$ cat src/rtl/hamming74_uart_tx_if.sv
// Nibble handshake between a producer and the Hamming(7,4) UART transmitter.
// The producer drives data/valid; the transmitter answers with ready.
interface hamming74_uart_tx_if;
  logic [3:0] data_in;
  logic       valid_in;
  logic       ready_out;

  modport master (
    output data_in,
    output valid_in,
    input  ready_out
  );

  modport slave (
    input  data_in,
    input  valid_in,
    output ready_out
  );
endinterface

$ cat src/rtl/hamming74_uart_tx.sv
// Hamming(7,4) encoder + UART frame serialiser (start, 7 code bits LSB first, stop).
// Optional HAMMING_TX_ERR_INJECT_EN adds inject_pos to flip one code bit on acceptance.
module hamming74_uart_tx #(
  parameter int CLKS_PER_BIT = 16
) (
  input  logic                 clk,
  input  logic                 rst_n,
  input  logic                 ena,
  hamming74_uart_tx_if.slave   up,
`ifdef HAMMING_TX_ERR_INJECT_EN
  input  logic [2:0]           inject_pos,
`endif
  output logic                 tx,
  output logic                 busy,
  output logic                 done,
  output logic [2:0]           state_out,
  output logic [6:0]           code_out
);

  localparam int CNT_W = (CLKS_PER_BIT > 1) ? $clog2(CLKS_PER_BIT) : 1;
  localparam logic [CNT_W-1:0] CNT_LAST = CNT_W'(CLKS_PER_BIT - 1);
  localparam logic [2:0]       BIT_LAST = 3'd6;

  typedef enum logic [2:0] {
    IDLE  = 3'd0,
    START = 3'd1,
    DATA  = 3'd2,
    STOP  = 3'd3
  } state_t;

  state_t           state_q, state_d;
  logic [CNT_W-1:0] cnt_q, cnt_d;
  logic [2:0]       bit_idx_q, bit_idx_d;
  logic [6:0]       code_q, code_d;
  logic             tx_q, tx_d;

  logic [3:0] d;
  logic [6:0] code_clean;
  logic [6:0] err_mask;
  logic [6:0] code_enc;
  logic       ready;
  logic       accept;
  logic       bit_end;
  logic [7:0] code_ext;

  // Codeword bit i-1 holds Hamming position i: {d4,d3,d2,p3,d1,p2,p1}
  assign d          = up.data_in;
  assign code_clean = {d[3], d[2], d[1], d[1] ^ d[2] ^ d[3],
                       d[0], d[0] ^ d[2] ^ d[3], d[0] ^ d[1] ^ d[3]};

`ifdef HAMMING_TX_ERR_INJECT_EN
  // inject_pos selects a 1-based code position; zero matches no bit.
  for (genvar gi = 0; gi < 7; gi++) begin : g_err_mask
    assign err_mask[gi] = (inject_pos == 3'(gi + 1));
  end
`else
  assign err_mask = '0;
`endif

  assign code_enc = code_clean ^ err_mask;

  assign ready   = (state_q == IDLE) && ena && rst_n;
  assign accept  = ready && up.valid_in;
  assign bit_end = (cnt_q == CNT_LAST);

  always_ff @(posedge clk or negedge rst_n) begin
    if (!rst_n) begin
      state_q   <= IDLE;
      cnt_q     <= '0;
      bit_idx_q <= '0;
      code_q    <= '0;
      tx_q      <= 1'b1;
    end else begin
      state_q   <= state_d;
      cnt_q     <= cnt_d;
      bit_idx_q <= bit_idx_d;
      code_q    <= code_d;
      tx_q      <= tx_d;
    end
  end

  // With ena low every next-state value defaults to the current one.
  always_comb begin
    state_d   = state_q;
    cnt_d     = cnt_q;
    bit_idx_d = bit_idx_q;
    code_d    = code_q;
    if (ena) begin
      case (state_q)
        IDLE: begin
          cnt_d     = '0;
          bit_idx_d = '0;
          if (accept) begin
            state_d = START;
            code_d  = code_enc;
          end
        end
        START: begin
          if (bit_end) begin
            cnt_d     = '0;
            bit_idx_d = '0;
            state_d   = DATA;
          end else begin
            cnt_d = cnt_q + CNT_W'(1);
          end
        end
        DATA: begin
          if (bit_end) begin
            cnt_d = '0;
            if (bit_idx_q == BIT_LAST) begin
              bit_idx_d = '0;
              state_d   = STOP;
            end else begin
              bit_idx_d = bit_idx_q + 3'd1;
            end
          end else begin
            cnt_d = cnt_q + CNT_W'(1);
          end
        end
        STOP: begin
          if (bit_end) begin
            cnt_d   = '0;
            state_d = IDLE;
          end else begin
            cnt_d = cnt_q + CNT_W'(1);
          end
        end
        default: begin
          state_d   = IDLE;
          cnt_d     = '0;
          bit_idx_d = '0;
        end
      endcase
    end
  end

  // tx is registered from the next state so the line never glitches.
  assign code_ext = {1'b0, code_d};

  always_comb begin
    tx_d = 1'b1;
    case (state_d)
      START:   tx_d = 1'b0;
      DATA:    tx_d = code_ext[bit_idx_d];
      default: tx_d = 1'b1;
    endcase
  end

  assign up.ready_out = ready;
  assign tx           = tx_q;
  assign busy         = (state_q != IDLE);
  assign done         = (state_q == STOP) && bit_end && ena;
  assign state_out    = state_q;
  assign code_out     = code_q;

endmodule

$ cat src/flat_wrapper.sv
// flat-port wrapper written by rule: the top's interface ports become plain ports
module hamming74_uart_tx_flat 
#(
  parameter int CLKS_PER_BIT = 16
)
  (clk, rst_n, ena, tx, busy, done, state_out, code_out, up_data_in, up_valid_in, up_ready_out);
  hamming74_uart_tx_if up_i ();
  input  logic clk;
  input  logic rst_n;
  input  logic ena;
  output logic tx;
  output logic busy;
  output logic done;
  output logic [2:0] state_out;
  output logic [6:0] code_out;
  input wire logic [$bits(up_i.data_in)-1:0] up_data_in;
  input wire logic [$bits(up_i.valid_in)-1:0] up_valid_in;
  output wire logic [$bits(up_i.ready_out)-1:0] up_ready_out;
  assign up_i.data_in = up_data_in;
  assign up_i.valid_in = up_valid_in;
  assign up_ready_out = up_i.ready_out;
  hamming74_uart_tx #(.CLKS_PER_BIT(CLKS_PER_BIT)) u_core (.clk(clk), .rst_n(rst_n), .ena(ena), .up(up_i), .tx(tx), .busy(busy), .done(done), .state_out(state_out), .code_out(code_out));
endmodule
$ cat config.mk
export PLATFORM = sky130hd
export DESIGN_NAME = hamming74_uart_tx_flat
export DESIGN_NICKNAME = d
export VERILOG_FILES = /design/src/rtl/hamming74_uart_tx_if.sv /design/src/rtl/hamming74_uart_tx.sv /design/src/flat_wrapper.sv
export SDC_FILE = /design/constraint.sdc
export NUM_CORES = 1
export LEC_CHECK = 0
export ABC_AREA = 1
export BUFFER_PORTS_ARGS = -buffer_cell sky130_fd_sc_hd__buf_4
export CAP_MARGIN = 30
export CORE_UTILIZATION = 30
export DETAILED_ROUTE_END_ITERATION = 12
export PLACE_DENSITY = 0.56
export RECOVER_POWER = 50
export SLEW_MARGIN = 0
export SYNTH_ARGS = -nofsm -noshare
export SYNTH_HDL_FRONTEND = slang
export SYNTH_SLANG_ARGS = --single-unit
$ cat constraint.sdc
create_clock -name clk -period 3.6 [get_ports clk]
set_input_delay 0.18 -clock clk [delete_from_list [all_inputs] [get_ports clk]]
set_output_delay 0.18 -clock clk [all_outputs]
set_load 0.03 [all_outputs]
==> flow_summary.json <==
{
  "status": "completed",
  "worst_slew_pin_slew_ps": 370.9,
  "peakVddDrop_mv": 0.3146,
  "hp-class": "input port to flip-flop",
  "ys_types": 30,
  "skew_ps": 0.8298,
  "cp-start-kind": "input port",
  "grt_pass1_vias": 1036,
  "ys_ff_latch": 18,
  "critical_path_arrival_ps": 2000,
  "antennaDiodeCount": 0,
  "num_rows": 22,
  "path_class": "input port to flip-flop",
  "ys_warn_count": 0,
  "clock_latency_ps": 260,
  "ios": 22,
  "drc": 0,
  "die_w_um": 64.62,
  "hold_violations": 0,
  "cts_tree": "done",
  "antenna_found_initial": 0,
  "critPathLaunch": "rst_n",
  "die_h_um": 64.62,
  "place_congestion": 0.8577,
  "fin_hold_ws_ps": 199.8,
  "slew_violations": 0,
  "grt_pass1_wl_um": 4733,
  "fin_crit_sh": 0.5047,
  "dp.cells": 234,
  "synth_area_leaders": "dfrtp_1, nand2_1, inv_1, nand3_1, nor2_4",
  "grt_setup_unrepaired": "no",
  "detail-route-antenna-nets": 0,
  "synth-edff-count": 0,
  "clock-sinks": 18,
  "grt_overflow": 0,
  "cts_made_buffers": 3,
  "synth_area_sq_um": 1176,
  "synth_top_area_cell": "dfrtp_1",
  "synth_top_family_by_area": "simple AND/OR/NAND/NOR gates",
  "synth.most_common_cell": "nand2_1",
  "grt_use_total": 0.1475,
  "syn_nets": 175,
  "hold_start": "up_data_in[1]",
  "routedWlPerCell_um": 11.30,
  "synth_top_area_frac": 0.3617,
  "max_slew_margin": 0.7538,
  "cts_max_level": 1,
  "drt_first_iter_violations": 35,
  "synthAdderAreaFrac": 0.01064,
  "maxCapViolations": 0,
  "wl_um": 2701,
  "synth_mux_area_frac": 0,
  "cts-root-buf": "clkbuf_8",
  "setup_viol": 0,
  "cellPowerDensity_nw_per_um2": 746.4,
  "syn_area_per_cell_sq_um": 7.085,
  "dp_hpwl_um": 2090,
  "firstDrtPassIters": 4,
  "dieArea_sq_um": 4175,
  "post-cts-setup-buffer-count": 0,
  "final_util": 0.3852,
  "clk_path_buf_depth": 2,
  "final_nets": 201,
  "stdcell_area_sq_um": 1431,
  "setup_tns_ps": 0,
  "fin_crit_ps": 1817,
  "required_ps": 3790,
  "via_per_inst": 4.632,
  "ys_seq_area_frac": 0.3840,
  "cp-end-kind": "flip-flop",
  "synth_commonest_cells": "nand2_1, inv_1, dfrtp_1, nand3_1, nor2_1",
  "syn_to_final_growth_pct": 21.70,
  "io_buffers": 21,
  "synth_xor_area_frac": 0.01489,
  "fin_cells": 239,
  "clk_pin_slew_ps": 70,
  "vias": 1107,
  "crit_fanout": 19,
  "synth_compound_area_frac": 0.08298,
  "coreArea_sq_um": 3716,
  "async_flop_share": 1.000,
  "p_leak_nw": 0.7529,
  "synth-simple-area-share": 0.4074,
  "post_dp_cell_area_sq_um": 1389,
  "drive_gt1_frac": 0.2094,
  "synthFlopType": "dfrtp_1",
  "fmax_mhz": 550.4,
  "grt_max_degree": 20,
  "reg2reg_from": "u_core.state_out[2]$_DFF_PN0_",
  "start_util": 0.3165,
  "syn-instance-count": 166
}
## layout by cell type, fill, tap and decap left out, drive strengths merged
cell type,instances
a22o,1
or2,1
dfstp,1
buf,15
inv,30
o21ai,8
a21oi,4
a22oi,1
nor2,14
dfrtp,17
nor4,1
nand4,1
o21bai,1
dlygate4sd3,1
clkbuf,10
o22ai,1
ha,1
xor2,2
nand2,58
nand3b,1
nand3,21
nor3,1
## worst paths after layout
path,to,slack (ps),depth (start not counted)
worst max-delay path,u_core.tx$_DFF_PN1_,1780,13
worst min-delay path,u_core.code_out[4]$_DFF_PN0_,200,3
worst max register to register,u_core.tx$_DFF_PN1_,1890,12
worst min register to register,u_core.cnt_q[0]$_DFFE_PN0P_,530,1
max in group asynchronous,u_core.tx$_DFF_PN1_,3000,2
min in group asynchronous,u_core.bit_idx_q[1]$_DFF_PN0_,330,2
## critical path, stage by stage
cell and delay, ps:
dlygate4sd3_1 520, buf_4 270, nand3_2 150, nor2_2 270, nand2_1 80, nand2_1 110
nand3_1 80, nand3_1 80, nand2_1 50, nand2_1 50, nand2_1 50, nand2_1 50
nand2_1 60
## cell families (layout without fill, tap and decap cells)
group                    count (synthesis)  count (layout)
adder cells (fa/ha/maj)                  1               1
flip-flops                              18              18
XOR/XNOR                                 2               2
buffers and inverters                   31              56
AO/OA/AOI/OAI                           16              16
AND/OR/NAND/NOR                         98              98
## flip-flops by register name (all words and copies together), names as in the netlist
signal and cells:
u_core.cnt_q 4, u_core.state_out 3, u_core.code_out 7, u_core.bit_idx_q 3, u_core.tx 1
## what timing repair did
item / CTS / global route
setup endpoints to repair: 0 / 0
hold buffers: 1 / 0
resized for setup: 0 / 0
hold endpoints to repair: 17 / 0
## area by class of cell
class,count,area [sq um]
sequential,18,451.7
multi-input combinational,117,606.8
timing repair buffer,22,145.1
tap,48,60.06
fill,415,2285
inverter,30,112.6
clock buffer,4,55.05
## per-stage QoR
stage / power (mW) / setup slack (ps)
global route: 1.162 / 1534
floorplan: 0.7522 / 1666
detailed placement: 0.9329 / 1910
finish: 1.068 / 1783
global placement: 0.9331 / 1942
CTS: 1.113 / 1735
## report_power, final
part | internal (mW) | total, mW | switching (mW)
registers | 0.282 | 0.352 | 0.0696
clock network | 0.0974 | 0.172 | 0.0751
logic | 0.180 | 0.544 | 0.364
total | 0.559 | 1.07 | 0.509
## metal layers
metal	global-route usage	share of wire
met4	0.04444	0.0059
met5	0	0
met1	0.1892	0.48
met2	0.2408	0.47
met3	0.03873	0.040
(Power assumes the default switching activity.)
